<file path="config.mk">
export PLATFORM = sky130hd
export DESIGN_NAME = alu_share_arb
export DESIGN_NICKNAME = d
export VERILOG_FILES = /design/src/rtl/alu_pkg.sv /design/src/rtl/rr_arbiter.sv /design/src/rtl/alu_share_arb.sv
export SDC_FILE = /design/constraint.sdc
export NUM_CORES = 1
export LEC_CHECK = 0
export BUFFER_PORTS_ARGS = -buffer_cell sky130_fd_sc_hd__buf_2
export CAP_MARGIN = 20
export CORE_MARGIN = 4
export CORE_UTILIZATION = 30
export DETAILED_ROUTE_END_ITERATION = 7
export PLACE_DENSITY_LB_ADDON = 0.1
export REMOVE_ABC_BUFFERS = 1
export SKIP_LAST_GASP = 1
export SYNTH_ARGS = -nofsm -noshare
export SYNTH_HDL_FRONTEND = slang
export SYNTH_SLANG_ARGS = --single-unit
</file>
<file path="constraint.sdc">
create_clock -name clk_i -period 1.65 [get_ports clk_i]
set_input_delay 0 -clock clk_i [delete_from_list [all_inputs] [get_ports clk_i]]
set_output_delay 0 -clock clk_i [all_outputs]
set_load 0.1 [all_outputs]
</file>
<file path="src/rtl/alu_pkg.sv">
// alu_pkg: definitions shared by the ALU sharing arbiter and its users.
//   ALUOP_W      : width of an ALU opcode
//   ALU_*        : opcode encodings (passed through the arbiter unchanged)
//   arb_state_e  : arbiter FSM states
package alu_pkg;

  localparam int ALUOP_W = 5;

  localparam logic [ALUOP_W-1:0] ALU_AND  = 5'b00000;
  localparam logic [ALUOP_W-1:0] ALU_OR   = 5'b00001;
  localparam logic [ALUOP_W-1:0] ALU_ADD  = 5'b00010;
  localparam logic [ALUOP_W-1:0] ALU_SLT  = 5'b00011;
  localparam logic [ALUOP_W-1:0] ALU_XOR  = 5'b00100;
  localparam logic [ALUOP_W-1:0] ALU_SLTU = 5'b00101;
  localparam logic [ALUOP_W-1:0] ALU_SRL  = 5'b00110;
  localparam logic [ALUOP_W-1:0] ALU_SLL  = 5'b00111;
  localparam logic [ALUOP_W-1:0] ALU_SRA  = 5'b01000;
  localparam logic [ALUOP_W-1:0] ALU_SUB  = 5'b10010;

  typedef enum logic [1:0] {
    ARB_IDLE = 2'd0,
    ARB_EXEC = 2'd1,
    ARB_RESP = 2'd2
  } arb_state_e;

endpackage

</file>
<file path="src/rtl/rr_arbiter.sv">
// rr_arbiter: purely combinational round-robin pick.
//   req_i  : request vector
//   ptr_i  : highest-priority index this cycle (must be < NREQ)
//   gnt_o  : one-hot grant, zero when no request
//   idx_o  : index of the granted requester (0 when none)
//   any_o  : at least one request present
module rr_arbiter #(
  parameter int NREQ  = 2,
  parameter int IDX_W = 1
) (
  input  logic [NREQ-1:0]  req_i,
  input  logic [IDX_W-1:0] ptr_i,
  output logic [NREQ-1:0]  gnt_o,
  output logic [IDX_W-1:0] idx_o,
  output logic             any_o
);

  logic [2*NREQ-1:0] req_dbl_s;
  logic [NREQ-1:0]   req_rot_s;
  logic [IDX_W:0]    sum_s;
  logic              found_s;

  // Rotate the request vector so ptr_i sits at bit 0, take the lowest set
  // bit, then map the rotated position back to an absolute index mod NREQ.
  always_comb begin
    req_dbl_s = {req_i, req_i} >> ptr_i;
    req_rot_s = req_dbl_s[NREQ-1:0];
    sum_s     = '0;
    found_s   = 1'b0;
    idx_o     = '0;
    for (int i = 0; i < NREQ; i++) begin
      if (!found_s && req_rot_s[i]) begin
        found_s = 1'b1;
        sum_s   = {1'b0, ptr_i} + (IDX_W+1)'(i);
        if (sum_s >= (IDX_W+1)'(NREQ)) begin
          sum_s = sum_s - (IDX_W+1)'(NREQ);
        end else begin
          sum_s = sum_s;
        end
        idx_o = sum_s[IDX_W-1:0];
      end else begin
        found_s = found_s;
      end
    end
    any_o = found_s;
    gnt_o = found_s ? ({{(NREQ-1){1'b0}}, 1'b1} << idx_o) : '0;
  end

endmodule

</file>
<file path="src/rtl/alu_share_arb.sv">
// alu_share_arb: shares one combinational ALU between NREQ requesters.
//   clk_i, rst_i           : clock, synchronous active-high reset
//   req_valid_i/ready_o    : per-requester request handshake
//   req_aluop_i/a_i/b_i    : packed per-requester opcode and operands
//   rsp_valid_o/ready_i    : per-requester response handshake
//   rsp_result_o           : shared result, qualified by rsp_valid_o
//   alu_op_o/a_o/b_o       : registered operands towards the ALU
//   alu_result_i           : combinational ALU result
// One operation is in flight at a time: IDLE (accept) -> EXEC -> RESP.
module alu_share_arb
  import alu_pkg::*;
#(
  parameter int NREQ  = 2,
  parameter int WIDTH = 32
) (
  input  logic                    clk_i,
  input  logic                    rst_i,
  input  logic [NREQ-1:0]         req_valid_i,
  output logic [NREQ-1:0]         req_ready_o,
  input  logic [NREQ*ALUOP_W-1:0] req_aluop_i,
  input  logic [NREQ*WIDTH-1:0]   req_a_i,
  input  logic [NREQ*WIDTH-1:0]   req_b_i,
  output logic [NREQ-1:0]         rsp_valid_o,
  input  logic [NREQ-1:0]         rsp_ready_i,
  output logic [WIDTH-1:0]        rsp_result_o,
  output logic [ALUOP_W-1:0]      alu_op_o,
  output logic [WIDTH-1:0]        alu_a_o,
  output logic [WIDTH-1:0]        alu_b_o,
  input  logic [WIDTH-1:0]        alu_result_i
);

  localparam int IDX_W = (NREQ > 1) ? $clog2(NREQ) : 1;
  localparam logic [IDX_W-1:0] LAST_IDX = IDX_W'(NREQ - 1);
  localparam logic [NREQ-1:0]  ONE_HOT0 = {{(NREQ-1){1'b0}}, 1'b1};

  arb_state_e          state_q, state_d;
  logic [IDX_W-1:0]    rr_ptr_q, rr_ptr_d;
  logic [IDX_W-1:0]    grant_q, grant_d;
  logic [ALUOP_W-1:0]  op_q, op_d;
  logic [WIDTH-1:0]    a_q, a_d;
  logic [WIDTH-1:0]    b_q, b_d;
  logic [WIDTH-1:0]    result_q, result_d;
  logic [NREQ-1:0]     rsp_valid_q, rsp_valid_d;

  logic [NREQ-1:0]     arb_gnt_s;
  logic [IDX_W-1:0]    arb_idx_s;
  logic                arb_any_s;
  logic [ALUOP_W-1:0]  sel_op_s;
  logic [WIDTH-1:0]    sel_a_s;
  logic [WIDTH-1:0]    sel_b_s;

  rr_arbiter #(
    .NREQ  (NREQ),
    .IDX_W (IDX_W)
  ) u_rr_arbiter (
    .req_i (req_valid_i),
    .ptr_i (rr_ptr_q),
    .gnt_o (arb_gnt_s),
    .idx_o (arb_idx_s),
    .any_o (arb_any_s)
  );

  // Grant is only visible while idle; EXEC/RESP never accept a request.
  assign req_ready_o  = (state_q == ARB_IDLE) ? arb_gnt_s : '0;
  assign rsp_valid_o  = rsp_valid_q;
  assign rsp_result_o = result_q;
  assign alu_op_o     = op_q;
  assign alu_a_o      = a_q;
  assign alu_b_o      = b_q;

  // AND-OR mux of the granted requester's opcode and operands.
  always_comb begin
    sel_op_s = '0;
    sel_a_s  = '0;
    sel_b_s  = '0;
    for (int k = 0; k < NREQ; k++) begin
      sel_op_s = sel_op_s | (req_aluop_i[k*ALUOP_W +: ALUOP_W] & {ALUOP_W{arb_gnt_s[k]}});
      sel_a_s  = sel_a_s  | (req_a_i[k*WIDTH +: WIDTH] & {WIDTH{arb_gnt_s[k]}});
      sel_b_s  = sel_b_s  | (req_b_i[k*WIDTH +: WIDTH] & {WIDTH{arb_gnt_s[k]}});
    end
  end

  // FSM next state plus latch/result/response updates.
  always_comb begin
    state_d     = state_q;
    rr_ptr_d    = rr_ptr_q;
    grant_d     = grant_q;
    op_d        = op_q;
    a_d         = a_q;
    b_d         = b_q;
    result_d    = result_q;
    rsp_valid_d = rsp_valid_q;
    case (state_q)
      ARB_IDLE: begin
        // A grant is a handshake: ready equals the grant while idle.
        if (arb_any_s) begin
          op_d     = sel_op_s;
          a_d      = sel_a_s;
          b_d      = sel_b_s;
          grant_d  = arb_idx_s;
          rr_ptr_d = (arb_idx_s == LAST_IDX) ? '0 : (arb_idx_s + IDX_W'(1));
          state_d  = ARB_EXEC;
        end else begin
          state_d  = ARB_IDLE;
        end
      end
      ARB_EXEC: begin
        result_d    = alu_result_i;
        rsp_valid_d = ONE_HOT0 << grant_q;
        state_d     = ARB_RESP;
      end
      ARB_RESP: begin
        // Only the owner's ready bit can complete the response.
        if (|(rsp_ready_i & rsp_valid_q)) begin
          rsp_valid_d = '0;
          state_d     = ARB_IDLE;
        end else begin
          state_d     = ARB_RESP;
        end
      end
      default: begin
        rsp_valid_d = '0;
        state_d     = ARB_IDLE;
      end
    endcase
  end

  // State registers with synchronous reset; reset drops any operation in flight.
  always_ff @(posedge clk_i) begin
    if (rst_i) begin
      state_q     <= ARB_IDLE;
      rr_ptr_q    <= '0;
      grant_q     <= '0;
      op_q        <= '0;
      a_q         <= '0;
      b_q         <= '0;
      result_q    <= '0;
      rsp_valid_q <= '0;
    end else begin
      state_q     <= state_d;
      rr_ptr_q    <= rr_ptr_d;
      grant_q     <= grant_d;
      op_q        <= op_d;
      a_q         <= a_d;
      b_q         <= b_d;
      result_q    <= result_d;
      rsp_valid_q <= rsp_valid_d;
    end
  end

endmodule

</file>
[Yosys cells after proc, flatten, opt, wreduce, memory -nomap -nowiden]
Cells that the tools add are included.
Cells by class
  add/sub/neg operators: 4
  $lt $le $gt $ge: 2
  equal/unequal tests: 3
  shift operators: 3
  mux-type cells: 14
  bitwise operators: 11
  reduce and logical (&&, ||, !) cells: 6
Operators with widths (number)
  bitwise AND 32 bit: 4
  OR 32 bit: 2
  case mux 2 bit (3 select lines): 2
  bitwise AND 5 bit: 2
  2-to-1 mux 1 bit: 8
  2-to-1 mux 2 bit: 4
  OR 5 bit: 1
  AND reduction 2 bit: 2
  left shift 1 x 1 -> 2 bit (first input constant): 2
  right shift 4 x 1 -> 2 bit: 1
  adder 1 x 1 -> 2 bit (second input constant): 1
  bitwise AND 2 bit: 1
  equality test 2 x 1 -> 1 bit (second input constant): 1
  equality test 2 bit (second input constant): 1
  greater-or-equal comparator 1 x 2 -> 1 bit (second input constant): 1
  greater-or-equal comparator 2 bit (second input constant): 1
  zero test 2 bit: 1
  inequality test 2 bit (second input constant): 1
  OR reduction 2 bit: 1
  subtractor 1 bit (second input constant): 2
  adder 1 bit (second input constant): 1
  logical AND 1 bit: 1
  zero test 1 bit: 1
  inverter 1 bit: 1
Word-level totals
  bits in registers: 107
  input port bits: 176
  output and inout port bits: 105
  word-level logic and storage cells: 51

[Depth between registers and ports, before layout]
Gate-level depths: netlist (run 1).
  depth in word-level cells: 9
  depth in mapped cells: 7
  depth with buffers taken out: 3

[By module]
Synthesis (run 1) repeated with hierarchy kept, for this count alone.
Unflattened totals
  cell total of the unflattened synthesis: 418
  area, all modules: 4568.1 µm²
By module, submodules not included
  alu_share_arb: instances 1, cells an instance 413, area each 4535.6 µm², seq. area each 2142.1 µm²
  rr_arbiter: instances 1, cells an instance 5, area each 32.5 µm², seq. area each 0.0 µm²

[Least setup slack after synthesis (run 1)]
Ideal clock, no wire load.
  kind: reg-to-reg
  start point: reg rr_ptr_q
  end point: reg grant_q
  library setup time: 61 ps
  arrival time: 1865 ps
  required time: 1589 ps
  path slack: -276 ps
  cell stages (with the launch flop): 6
  buffers on the path: 2
  period minus slack after synthesis: 1926 ps
  path through: dfxtp_1 > nand2b_1 > clkbuf_1 > buf_2 > and3_1 > o21ba_1
On the way
  word-level cells in the longest chain between the ends: 6
  elaborated cells between the ends (all ways): 15
  classes of those cells: 3 x add/sub; 2 x order compare; 1 x shift; 6 x mux; 3 x reduce/logical
Ends and longest elaborated chain
  start, declared: line alu_share_arb.sv:37  | logic [IDX_W-1:0] rr_ptr_q, rr_ptr_d;
  start signal, assigned: line alu_share_arb.sv:141  | rr_ptr_q <= rr_ptr_d;
  parallel branches: the longest is 6 deep, another holds adder 1 x 1 -> 2 bit
  end signal, assigned: line alu_share_arb.sv:142  | grant_q <= grant_d;
  end, declared: line alu_share_arb.sv:38  | logic [IDX_W-1:0] grant_q, grant_d;
Parallel ways; which one is timed is not known.
A chain may end at the register's enable or synchronous reset.

[Worst setup path in the final report (run 1)]
  start point: reg rr_ptr_q
  end point: out req_ready_o[1]
On the way
  word-level cells in the longest chain between the ends: 8
  elaborated cells between the ends (all ways): 17
  classes of those cells: 3 x add/sub; 2 x order compare; 2 x shift; 8 x mux; 2 x reduce/logical
Ends and longest elaborated chain
  parallel branches: the longest is 6 deep, another holds adder 1 x 1 -> 2 bit
  2-to-1 mux 2 bit (*): line rr_arbiter.sv:46  | gnt_o = found_s ? ({{(NREQ-1){1'b0}}, 1'b1} << idx_o) : '0;
  2-to-1 mux 2 bit (*): line alu_share_arb.sv:64  | assign req_ready_o = (state_q == ARB_IDLE) ? arb_gnt_s : '0;
  end, declared: line alu_share_arb.sv:19  | output logic [NREQ-1:0] req_ready_o,
Every way passes the cells marked *.

==> results.txt, run 1 <==
- Post-synth EDFFs: 0
- The worst path meets setup with between 0.06 and 0.07 ns of slack.
- During I/O placement, the number of pins put on the boundary was between 200 and 300.
* Detailed-placement wirelength estimate: 12290 microns
* Max-cap check violation count: 0
* Share of Yosys cell area claimed by the top area cell type: 0.4398
- Measured along the y axis, the die boundary spans ~140 microns.
- The initialized floorplan defines 46 standard-cell rows.
* Number of warnings reported in the yosys synthesis log: 0
- Critical path fanouts, max: 24
* Clock tree from TritonCTS: done
* Width of the chip: ~140 microns
- Weighted congestion reported at the end of routability-driven placement: roughly 0.73
* Global routing usage summed across all routing layers: 0.1796
- STA classifies the critical path endpoint as an output port.
- Most common flop cell mapped by yosys: sky130_fd_sc_hd__dfxtp_1
- The region available for standard cell placement spans ~16000 sq um.
- Power Dens Cells: 1294 nW/um^2
- The worst register-to-register path begins at rr_ptr_q.
- Min-delay src: rsp_ready_i[1]
* Reg-to-Reg End: alu_a_o[29]
- Count of different cell masters after synthesis: 25
- Most frequent cell on the critical path: sky130_fd_sc_hd__buf_12
- Input and output buffers added on the ports amount to 280.
- The first routing iteration left between 150 and 200 violations.
* Remaining number of nets flagged by the antenna check after routing: 0
- Library cell occupying the most area in the post-synthesis netlist: sky130_fd_sc_hd__dfxtp_1
- The number of placed instances, taps included, is 952.
- For this design the static power due to leakage is 3.079 nW.
- Min Clock Period, post-route: roughly 1.6 ns
* Critical-path cell list: nand2b_4 -> buf_12 -> and3_2 -> buf_12
- Hold Path Depth: 4
- Number of vias in the routed layout: approximately 5100
- Global-route wire length before repair: about 27000 microns
- For this design, the slowest cell found on the critical path is sky130_fd_sc_hd__dfxtp_1.
* Ranking of synthesized cells by instance count: sky130_fd_sc_hd__dfxtp_1 (107), sky130_fd_sc_hd__a21oi_1 (105), sky130_fd_sc_hd__a211oi_2 (69), sky130_fd_sc_hd__a32oi_1 (69), sky130_fd_sc_hd__nand2_1 (65)
* Most frequently used cell type in the post-synthesis netlist: sky130_fd_sc_hd__dfxtp_1
* CTS clk-pin slew, worst paths: approximately 0.070 ns
- Initial antenna violation count: 1
- Worst Path Class, Setup: reg2out
- The pre-antenna-repair detailed-routing pass consisted of 5 iterations.
- The repair_antennas step left the layout with diodes totalling 0.
- Total of endpoints with negative setup slack in the final report: 0
* Source-to-sink clock delay at the later pin of the worst-skew pair: roughly 0.35 ns
* Async set-or-reset flop fraction in the synthesized netlist: 0
* Unrepaired setup endpoints after global routing: yes
- The final layout contains between 900 and 1000 nets.
- WL per Instance: 17.68 microns
- Kind of path behind the tightest hold check: in2reg
- Vias per cell: between 5 and 6
- The synthesized design contains about 110 register bits.
* Area delta synth->final: 48.29%
- Pin count of the biggest net entering global routing: 71
- Summed over all layers, the routed wires come to about 18000 microns.
* Hold WS: approximately 0.021 ns
* Hold violation total from the final report: 0
- Minimum setup slack among reg-to-reg paths: 0.23 ns
- For the pin with the worst max-slew slack, the measured transition is between 0.7 and 0.8 ns.
* Area of the mapped netlist: roughly 4900 sq um
- The die covers roughly 18000 sq um.
- Crit-path leading delay family: simple AND/OR/NAND/NOR gates
* Post-placement cell area: between 6000 and 7000 sq um
- Worst path bufs/invs: 2
- Clock tree synthesis found a total of around 110 sinks.
- TritonCTS created 9 clock buffers.
- Summed over all layers, the global routing overflow is 0.
- Highest ir drop seen on vdd: just over 0.6 mV
* Synth top area cells: sky130_fd_sc_hd__dfxtp_1 (44%), sky130_fd_sc_hd__a211oi_2 (18%), sky130_fd_sc_hd__a32oi_1 (12%), sky130_fd_sc_hd__a21oi_1 (11%), sky130_fd_sc_hd__nand2_1 (5.0%)
- For hold timing, the worst endpoint is rsp_valid_o[0].
- Largest stage delay, worst path: 0.42 ns
* Worst-case headroom to the max-slew limit: 0.5029
* Count of unresolved DRC violations after routing: 0
- Post-route insts no fill: between 1000 and 1500
- The H-tree generated during clock tree synthesis spans 3 levels.
- Timing would allow up to ~630 MHz.
- Number of buffers on the longest clock path: 2
* Signal arrival time at the worst endpoint: ~1.6 ns
- Data required time at the worst endpoint: approximately 1.7 ns
- Portion of the post-synthesis area used by sequential elements: 0.4398
* Initial standard-cell utilization of the core: 0.3066
* Startpoint type of the worst setup path: flop
* Finished layout cell area: a little over 7000 sq um
* Share of post-route cells with drive strength above 1: 0.4975
- Post-Synthesis Mean Instance Area: about 9.6 sq um
* Part of the cycle the worst path needs: 0.9586
- Number of pins exceeding their max-slew limit in the final report: 0
- Dpl ws: about 0.25 ns
* Worst reg2reg path depth: 4
- Final worst clock skew: ~0.0076 ns
* Final standard cell utilization of the core: 0.4547
- Result of the run: complete, no violations
- Via count of the first global-routing pass: roughly 5200
- CTS placed an instance of sky130_fd_sc_hd__clkbuf_16 at the clock tree root.
- Synthesis handed over a netlist of just over 500 instances.
[worst min-delay path: stages]
cell and delay (ns):
sky130_fd_sc_hd__buf_2 0.10, sky130_fd_sc_hd__a21oi_1 0.08, sky130_fd_sc_hd__nand3b_1 0.08, sky130_fd_sc_hd__a21oi_1 0.06
[area by class of cell]
| cell class | count | area, sq um |
|---|---|---|
| multi-input cells | 330 | 2420 |
| clock buffers | 11 | 242.7 |
| well taps | 216 | 270.3 |
| flip-flops and latches | 107 | 2142 |
| fillers | 1529 | 8662 |
| repair buffers | 335 | 2096 |
| clock inverters | 5 | 52.55 |
[worst max-delay path by stage]
stage | from | cells past startpoint | endpoint
floorplan | state_q[0] | 3 | alu_a_o[0]
global placement | rr_ptr_q | 4 | alu_b_o[21]
detailed placement | rr_ptr_q | 4 | alu_a_o[29]
CTS | rr_ptr_q | 4 | req_ready_o[1]
global route | state_q[1] | 4 | req_ready_o[1]
finish | rr_ptr_q | 4 | req_ready_o[1]
[cells in the final DEF (no fill, tap or decap), types with 3 or more instances in the layout]
master and count:
sky130_fd_sc_hd__a32oi_1 69, sky130_fd_sc_hd__nand2b_1 3, sky130_fd_sc_hd__buf_4 9, sky130_fd_sc_hd__buf_12 12
sky130_fd_sc_hd__nand2_1 65, sky130_fd_sc_hd__clkinv_2 3, sky130_fd_sc_hd__buf_2 277, sky130_fd_sc_hd__a21oi_1 105
sky130_fd_sc_hd__a211oi_2 69, sky130_fd_sc_hd__clkbuf_16 11, sky130_fd_sc_hd__dfxtp_1 107, sky130_fd_sc_hd__dlygate4sd3_1 34
[cells by family (layout without fill, tap and decap cells)]
group                  after synthesis  after routing  synth area share
AO/OA/AOI/OAI                      249            249            0.4195
flip-flops                         107            107            0.4398
AND/OR/NAND/NOR                     80             80           0.06910
buffers and inverters               68            351           0.06961
multiplexers                         1              1          0.002055
[layer usage]
| layer | up-vias | track usage | part of all wire |
|---|---|---|---|
| met2 | 204 | 0.3089 | 0.48 |
| met3 | 14 | 0.05163 | 0.087 |
| li1 | 2488 | - | - |
| met5 | - | 0 | 0.0011 |
| met4 | 2 | 0.05263 | 0.011 |
| met1 | 2399 | 0.2184 | 0.42 |
[sequential cells by signal, summed over array words and instances, names as in the netlist]
register      flops
alu_a_o          32
alu_b_o          32
rr_ptr_q          1
rsp_result_o     32
rsp_valid_o       2
alu_op_o          5
grant_q           1
state_q           2
[report_power, final]
part	total, mW	internal, mW	switching [mW]
clock network	2.17	1.21	0.962
registers	3.05	2.88	0.169
logic	4.12	0.974	3.15
total	9.34	5.07	4.28
[through the flow]
| stage | power, mW | setup TNS [ns] |
|---|---|---|
| final | 9.344 | 0 |
| after global placement | 7.101 | 0 |
| after floorplan | 6.099 | -176.01 |
| after CTS | 9.386 | 0 |
| after detailed placement | 7.147 | 0 |
| after global routing | 9.731 | -0.005159 |
[timing repair]
item	4_1_cts	5_1_grt
endpoints found under the setup margin	1	2
cloned	0	2
setup buffers	0	0
hold buffers	34	0
pin swaps	0	1
endpoints found under the hold margin	35	0
gates resized for setup	1	2
Power figures use the tool's default switching activity.
==> run 2, diff against run 1 <==
--- a/config.mk
+++ b/config.mk
@@ -5,6 +5,7 @@
 export SDC_FILE = /design/constraint.sdc
 export NUM_CORES = 1
 export LEC_CHECK = 0
+export ABC_AREA = 1
 export BUFFER_PORTS_ARGS = -buffer_cell sky130_fd_sc_hd__buf_2
 export CAP_MARGIN = 20
 export CORE_MARGIN = 4
==> run 2 against run 1 <==
Compared with the run above: global-route usage rose by 1.5 points; cell count rose by 41%; clock-buffer cell count fell by 2; register-to-register slack improved by 0.03 ns; routed wire length rose by 4.4%; first-iteration DRC count rose by 6.7%; critical endpoint unchanged; largest power group unchanged.
==> results.txt, run 2 <==
- The number of antenna diodes in the final layout is 0.
* Number of placement rows: 46
- The clock passes through at most 2 buffers.
- TritonCTS Buffers: 9
- Initial antenna violation count: 0
* H-tree level count: 3
* 1st-iter DRT viols: about 190
* Total of endpoints with negative setup slack in the final report: 0
* Setup TNS: 0 ns
- Hold WS: around 0.019 ns
- After synthesis, the mean cell area works out to between 6 and 7 sq um.
- Min Clock Period, post-route: about 1.6 ns
- For the pin with the worst max-slew slack, the measured transition is ~0.52 ns.
- Die span in y: roughly 130 microns
- Global-route wire length before repair: around 29000 microns
- Number of cells after detailed placement: 1226
* Share of power burned in combinational logic: 0.425
- sky130_fd_sc_hd__nand2_1 is the most common cell in the netlist.
- The min-delay analysis places its worst path in the category in2reg.
* Fmax: between 600 and 700 MHz
- After routing the design area is roughly 8700 sq um.
- For this configuration, the core starts out at a cell density of 0.3053.
* Count of unresolved DRC violations after routing: 0
- For this run, the share of the core covered by cells in the final layout is 0.5480.
- The library cells used most frequently in the layout, excluding fill and tap cells, are sky130_fd_sc_hd__nand2_1 (282), sky130_fd_sc_hd__buf_2 (277), sky130_fd_sc_hd__dlygate4sd3_1 (173), sky130_fd_sc_hd__nor2_1 (141), sky130_fd_sc_hd__dfxtp_1 (107).
- The setup path with the least slack is of type in2out.
- Clock tree from TritonCTS: done
- The final hold violation count came to 0.
* Number of warnings reported in the yosys synthesis log: 0
- STA puts the critical path data arrival time at 1.56 ns.
- Summed over all layers, the global routing overflow is 0.
* Clock Sink Count: 107
- Max-cap violations in this run came to 0.
* Number of buffers added on ports: between 200 and 300
- Of the total power, registers draw 0.307.
* Static leakage: about 4.7 nW
- Synth top area cells: sky130_fd_sc_hd__dfxtp_1 (44%), sky130_fd_sc_hd__nand2_1 (22%), sky130_fd_sc_hd__nor2_1 (11%), sky130_fd_sc_hd__nand3_1 (7.3%), sky130_fd_sc_hd__inv_1 (5.9%)
- Clock tree root driver cell: sky130_fd_sc_hd__clkbuf_16
* Core area: 15830 sq um
- In the synthesized netlist the dominant register cell turns out to be sky130_fd_sc_hd__dfxtp_1.
- Global routing usage summed across all routing layers: 0.1950
- Part of the cycle the worst path needs: 0.9451
- The congestion estimate from routability-driven global placement came to ~0.8.
- Of the total power, the clock network draws 0.269.
* Share of Yosys cell area claimed by the top area cell type: 0.4433
* Vias per cell: about 4.3
- Counting flops with a built-in enable in the synthesized netlist gives 0.
* Area taken by flip-flops and latches: approximately 2100 sq um
- Final worst clock skew: 0.005345 ns
* Sw power: 4.261 mW
- Number of inserted filler cells in the final layout: between 1000 and 1500
- Sorting the synthesized cells by how often they occur yields sky130_fd_sc_hd__nand2_1 (282), sky130_fd_sc_hd__nor2_1 (141), sky130_fd_sc_hd__dfxtp_1 (107), sky130_fd_sc_hd__inv_1 (76), sky130_fd_sc_hd__nand3_1 (70).
- Pin count of the biggest net entering global routing: 65
- Cell internal power was estimated by the tool at 5.583 mW.
- Source-to-sink clock delay at the later pin of the worst-skew pair: roughly 0.35 ns
- Dividing the detail-routed wire length by the instance count gives between 10 and 15 microns.
- Top Ports: about 280
- In the final design database the tool counted roughly 1400 nets.
- The count of nets left with antenna violations once routing finished came out at 0.
* CTS clk-pin slew, worst paths: 0.07 ns
- Multi-input gate area in the final layout: 2172 sq um
- The library cell used most frequently in the layout, excluding fill and tap cells, is sky130_fd_sc_hd__nand2_1.
* Switching Share: 0.4328
- IR analysis of the VDD net gives a maximum drop of approximately 0.6 mV.
- Detailed-placement wirelength estimate: about 11000 microns
- The routed design has between 15000 and 20000 microns of wire.
* Width of the chip: around 130 microns
- Number of vias in the routed layout: roughly 6100
- The finished layout holds approximately 1400 standard cells, fillers aside.
* Portion of the post-synthesis area used by sequential elements: 0.4433
- Result of the run: complete, no violations
- Dividing total power by cell area gives a power density of 1135 nW/um^2.
* Library cell occupying the most area in the post-synthesis netlist: sky130_fd_sc_hd__dfxtp_1
- Number of pins exceeding their max-slew limit in the final report: 0
- Area delta synth->final: 79.49%
* Data required time at the worst endpoint: 1.65 ns
- Dpl ws: about 0.28 ns
- Area of the mapped netlist: ~4800 sq um
* Die ar.: 18200 sq um
- In this run, synthesis produced a sequential element count of 107.
* Async set-or-reset flop fraction in the synthesized netlist: 0
- Total power for the finished layout comes to around 9.8 mW.
- The worst setup path is launched from an input pin.
* Crit. End Element: output port
* Share of post-route cells with drive strength above 1: 0.2635
- Unrepaired setup endpoints after global routing: yes
- Post-placement cell area: about 6500 sq um
* Critical path fanouts, max: 19
- Worst-case headroom to the max-slew limit: 0.6563
* Via count of the first global-routing pass: 5972
- Count of different cell masters after synthesis: 15
* Number of optimization iterations in the first detailed-route pass: 4
- Instance count of the mapped netlist: approximately 770
- Setup slack on the critical path of the routed design comes to 0.09066 ns.
## run 2: cell count changes after synthesis, sizes merged, moves of 2 or more
cell	delta
inv	+77
and2	-2
nand2	+217
nor2	+141
nand2b	-4
nor2b	-2
a21oi	-67
a21boi	-2
clkbuf	-44
buf	+23
a211oi	-69
nand3	+69
a32oi	-69
## run 2: path summary, 6_finish.rpt
kind	end	startpoint	slack (ns)	cells past startpoint
setup / recovery	req_ready_o[1]	req_valid_i[0]	0.09	9
hold / removal	state_q[0]	req_valid_i[1]	0.02	3
setup reg to reg	state_q[1]	state_q[1]	0.26	5
hold reg to reg	rsp_result_o[17]	rsp_result_o[17]	0.46	2
## run 2: power groups by stage
| stage | Clock [mW] | Sequential (mW) | Combinational (mW) |
|---|---|---|---|
| 2_1_floorplan | 0 | 5.10 | 0.899 |
| 3_3_place_gp | 0 | 3.07 | 3.82 |
| 3_5_place_dp | 0 | 3.08 | 3.82 |
| 4_1_cts | 2.72 | 3.02 | 4.16 |
| 5_1_grt | 2.83 | 3.05 | 4.45 |
| 6_report | 2.64 | 3.02 | 4.18 |
## run 2: cells by family after synthesis
| group | Yosys count | share of synthesized area |
|---|---|---|
| buffers and inverters | 124 | 0.1098 |
| AOI/OAI and AO/OA | 39 | 0.04195 |
| DFF | 107 | 0.4433 |
| and+or+nand+nor | 496 | 0.4050 |
## run 2: layout make-up
cell class              instances  share of cell area
inverters                      77             0.03361
repair buffers                468              0.3958
well taps                     216             0.03116
clock inverters                 7             0.01601
multi-input cells             535              0.2504
clock buffers                   9             0.02597
flip-flops and latches        107              0.2470
## run 2: per-layer routing
metal / part of all wire / track usage / wire length [microns]
met1: 0.41 / 0.2287 / 7671
met2: 0.46 / 0.3243 / 8462
met3: 0.097 / 0.06185 / 1795
met4: 0.033 / 0.09106 / 603
met5: 0 / 0 / 0
## run 2: repair_timing
action / CTS / global route
setup endpoints to repair: 1 / 2
gates cloned: 1 / 1
hold buffers: 173 / 0
pin swaps: 0 / 1
buffers inserted: 0 / 2
gates resized for setup: 0 / 0
endpoints found under the hold margin: 105 / 0
## run 2: worst max-delay path, cell delays in order
cell and delay (ns):
sky130_fd_sc_hd__dlygate4sd3_1 0.54, sky130_fd_sc_hd__buf_2 0.14, sky130_fd_sc_hd__inv_1 0.10, sky130_fd_sc_hd__nor2_1 0.08, sky130_fd_sc_hd__nor2_4 0.14, sky130_fd_sc_hd__buf_12 0.17, sky130_fd_sc_hd__nand2_1 0.08, sky130_fd_sc_hd__inv_1 0.12
sky130_fd_sc_hd__buf_12 0.18
==> run 3, diff against run 2 <==
==> constraint.sdc (replaced) <==
create_clock -name clk_i -period 1.8 [get_ports clk_i]
set_input_delay 0 -clock clk_i [delete_from_list [all_inputs] [get_ports clk_i]]
set_output_delay 0 -clock clk_i [all_outputs]
set_load 0.1 [all_outputs]
==> run 3 against run 2 <==
Compared with the run above: power shrank 13%; combinational power shrank 9.6%; utilization is 1.2 points lower; critical path depth fell by 1; clock power down 23%; design area shrank 2.3%; via count shrank 1.7%; flip-flop and latch count unchanged; clock skew increased by 0.0012 ns; critical path type is now reg2reg; largest power group unchanged.
==> results.txt, run 3 (synthesized netlist as in run 2, its figures left out) <==
- Result of the run: complete, no violations
- Minimum setup slack among reg-to-reg paths: 0.13 ns
- Summed over all nets, wire length on met2 after detailed routing comes to ~8400 microns.
* Crit-path leading delay family: buffers and inverters
- STA classifies the critical path endpoint as a flop.
- The largest single stage delay on the critical path is approximately 0.56 ns.
* Width of the chip: 134.9 microns
* Die ar.: 18200 sq um
* Startpoint type of the worst setup path: flop
* Final standard cell utilization of the core: 0.5356
- Global routing usage summed across all routing layers: 0.1896
- Static leakage: around 4.6 nW
- Critical-path cell list: nor2_1 -> nor2_4 -> buf_12 -> nand2_1 -> nand3_1 -> dlygate4sd3_1 -> nand2_1 -> inv_1
- After detailed routing, the wire length on met1 is approximately 7400 microns.
- Initial standard-cell utilization of the core: 0.3053
* Power Dens Cells: slightly above 1000 nW/um^2
- Worst path bufs/invs: 3
* Min Clock Period, post-route: between 1.5 and 2 ns
- For this run, design rule violations remaining after detail routing come to 0.
* 1st-iter DRT viols: between 200 and 300
- The initial antenna violation count came to 0.
- Worst-case headroom to the max-slew limit: 0.6597
- The tree built by TritonCTS fans out to around 110 sinks.
- The worst register-to-register path begins at rr_ptr_q.
- Critical path fanouts, max: 37
- The library cell used most frequently in the layout, excluding fill and tap cells, is sky130_fd_sc_hd__nand2_1.
- Dividing the final minimum period by the clock period gives 0.9274.
* Leading cell types in the layout, fill and taps excluded: sky130_fd_sc_hd__nand2_1 (282), sky130_fd_sc_hd__buf_2 (277), sky130_fd_sc_hd__dlygate4sd3_1 (172), sky130_fd_sc_hd__nor2_1 (141), sky130_fd_sc_hd__dfxtp_1 (107)
* Number of placement rows: 46
- Counting the fill cells in the layout gives 1482.
- For this run, the post-layout net count is around 1400.
- Clock tree from TritonCTS: done
- The worst register-to-register path ends at alu_b_o[0].
- Clock skew on the completed layout was measured at approximately 0.0066 ns.
* TritonCTS Buffers: 9
* Remaining number of nets flagged by the antenna check after routing: 0
- In the detailed route, the total length drawn on met3 is about 1700 microns.
- The finished layout holds about 1400 standard cells, fillers aside.
* Capturing instance or port of the critical path: alu_b_o[0]
- Sum of routed wire length over all layers: 17900 microns
- For this run the aggregate overflow at the end of global routing stands at 0.
* Detailed-placement wirelength estimate: between 10000 and 15000 microns
- Setup slack on the critical path of the routed design comes to 0.1306 ns.
- After detailed routing, the average wire length per cell comes to 12.67 microns.
- Source-to-sink clock delay at the later pin of the worst-skew pair: between 0.3 and 0.4 ns
* Clock tree root driver cell: sky130_fd_sc_hd__clkbuf_16
- Entering global routing, the biggest net connects between 100 and 150 pins.
- Signal arrival time at the worst endpoint: ~1.9 ns
- Across the VDD grid, the largest voltage drop is slightly below 0.5 mV.
* Total of endpoints with negative setup slack in the final report: 0
- Routability-driven placement finished with a final weighted congestion of around 0.75.
- Via count of the first global-routing pass: slightly below 6000
- Setup repair after global routing left no endpoint under its margin.
* Area delta synth->final: 75.43%
- Fmax: 599.0 MHz
* Number of buffers on the longest clock path: 2
- Die span in y: 134.9 microns
- Most frequent cell on the critical path: sky130_fd_sc_hd__nand2_1
- Uppermost signal routing layer after detailed routing: met4
- Global-route wire length before repair: ~28000 microns
- The repair_antennas step left the layout with diodes totalling 0.
- Clock-pin slew was measured on the worst setup and hold paths at 0.07 ns.
* Max-cap check violation count: 0
- Summing all flip-flop and latch instances after layout gives 2142 sq um.
- The slowest stage of the critical path is the sky130_fd_sc_hd__dlygate4sd3_1 cell.
- Hold violation total from the final report: 0
* Multi-input gate area in the final layout: 2172 sq um
- Worst reg2reg path depth: 8
- Number of buffers added on ports: 280
- Worst Path Class, Setup: reg2reg
- The first TritonRoute pass finished after 4 iterations.
* H-tree level count: 3
- Tightest Pin Transition: roughly 0.51 ns
- Number of vias in the routed layout: approximately 6000
* Number of pins exceeding their max-slew limit in the final report: 0
- In this run the worst setup path begins at rr_ptr_q.
- Data required time at the worst endpoint: approximately 2.1 ns
* Top Ports: 281
* Vias per cell: about 4.3
* Share of post-route cells with drive strength above 1: 0.2607
- Total stage count of the critical path: 8
* Number of cells after detailed placement: 1226
- Setup TNS: 0 ns
* Core area: 15830 sq um
* Kind of path behind the tightest hold check: in2reg
- Prior to clock tree synthesis, the placed netlist has a worst setup slack of 0.3302 ns.
## run 3: per-layer routing
layer / vias up / global-route usage
met5: - / 0
li1: 3152 / -
met1: 2615 / 0.2208
met3: 27 / 0.05961
met4: 0 / 0.06957
met2: 236 / 0.3268
## run 3: how the worst min path moves through the flow
stage	end	from	depth (start not counted)
floorplan	grant_q	rst_i	1
global placement	rsp_result_o[11]	alu_result_i[11]	3
detailed placement	rsp_result_o[4]	alu_result_i[4]	3
CTS	state_q[1]	rsp_ready_i[0]	4
global route	state_q[1]	rsp_ready_i[0]	4
finish	state_q[1]	rsp_ready_i[0]	4
## run 3: layout make-up
class / instances / area share
multi-input combinational: 535 / 0.2562
clock buffer: 11 / 0.02982
inverter: 77 / 0.03469
timing repair buffer: 463 / 0.3888
clock inverter: 4 / 0.005904
tap: 216 / 0.03188
sequential: 107 / 0.2527
## run 3: what timing repair did
action / CTS / global route
setup buffers: 0 / 0
hold buffers: 172 / 0
resized for setup: 0 / 3
setup endpoints to repair: 0 / 7
endpoints found under the hold margin: 105 / 0
## run 3: power breakdown
group / leakage, nW / internal, mW / switching (mW)
clock network: 0.144 / 1.15 / 0.882
logic: 3.58 / 0.946 / 2.83
registers: 0.883 / 2.64 / 0.133
## run 3: tightest hold or removal path, stage by stage
cell and delay (ns):
sky130_fd_sc_hd__buf_2 0.09, sky130_fd_sc_hd__nand2_1 0.05, sky130_fd_sc_hd__nand3_1 0.10, sky130_fd_sc_hd__a21oi_1 0.07
## run 3: stage by stage
step | instance area (sq um) | total power, mW | hold WS [ns]
6_report | 8477 | 8.578 | 0.01026
5_1_grt | 8477 | 9.020 | 0.02733
4_1_cts | 8467 | 8.663 | 0.001037
3_5_place_dp | 6442 | 6.294 | 0.2583
3_3_place_gp | 6442 | 6.292 | 0.2593
2_1_floorplan | 4591 | 5.496 | 0.06907
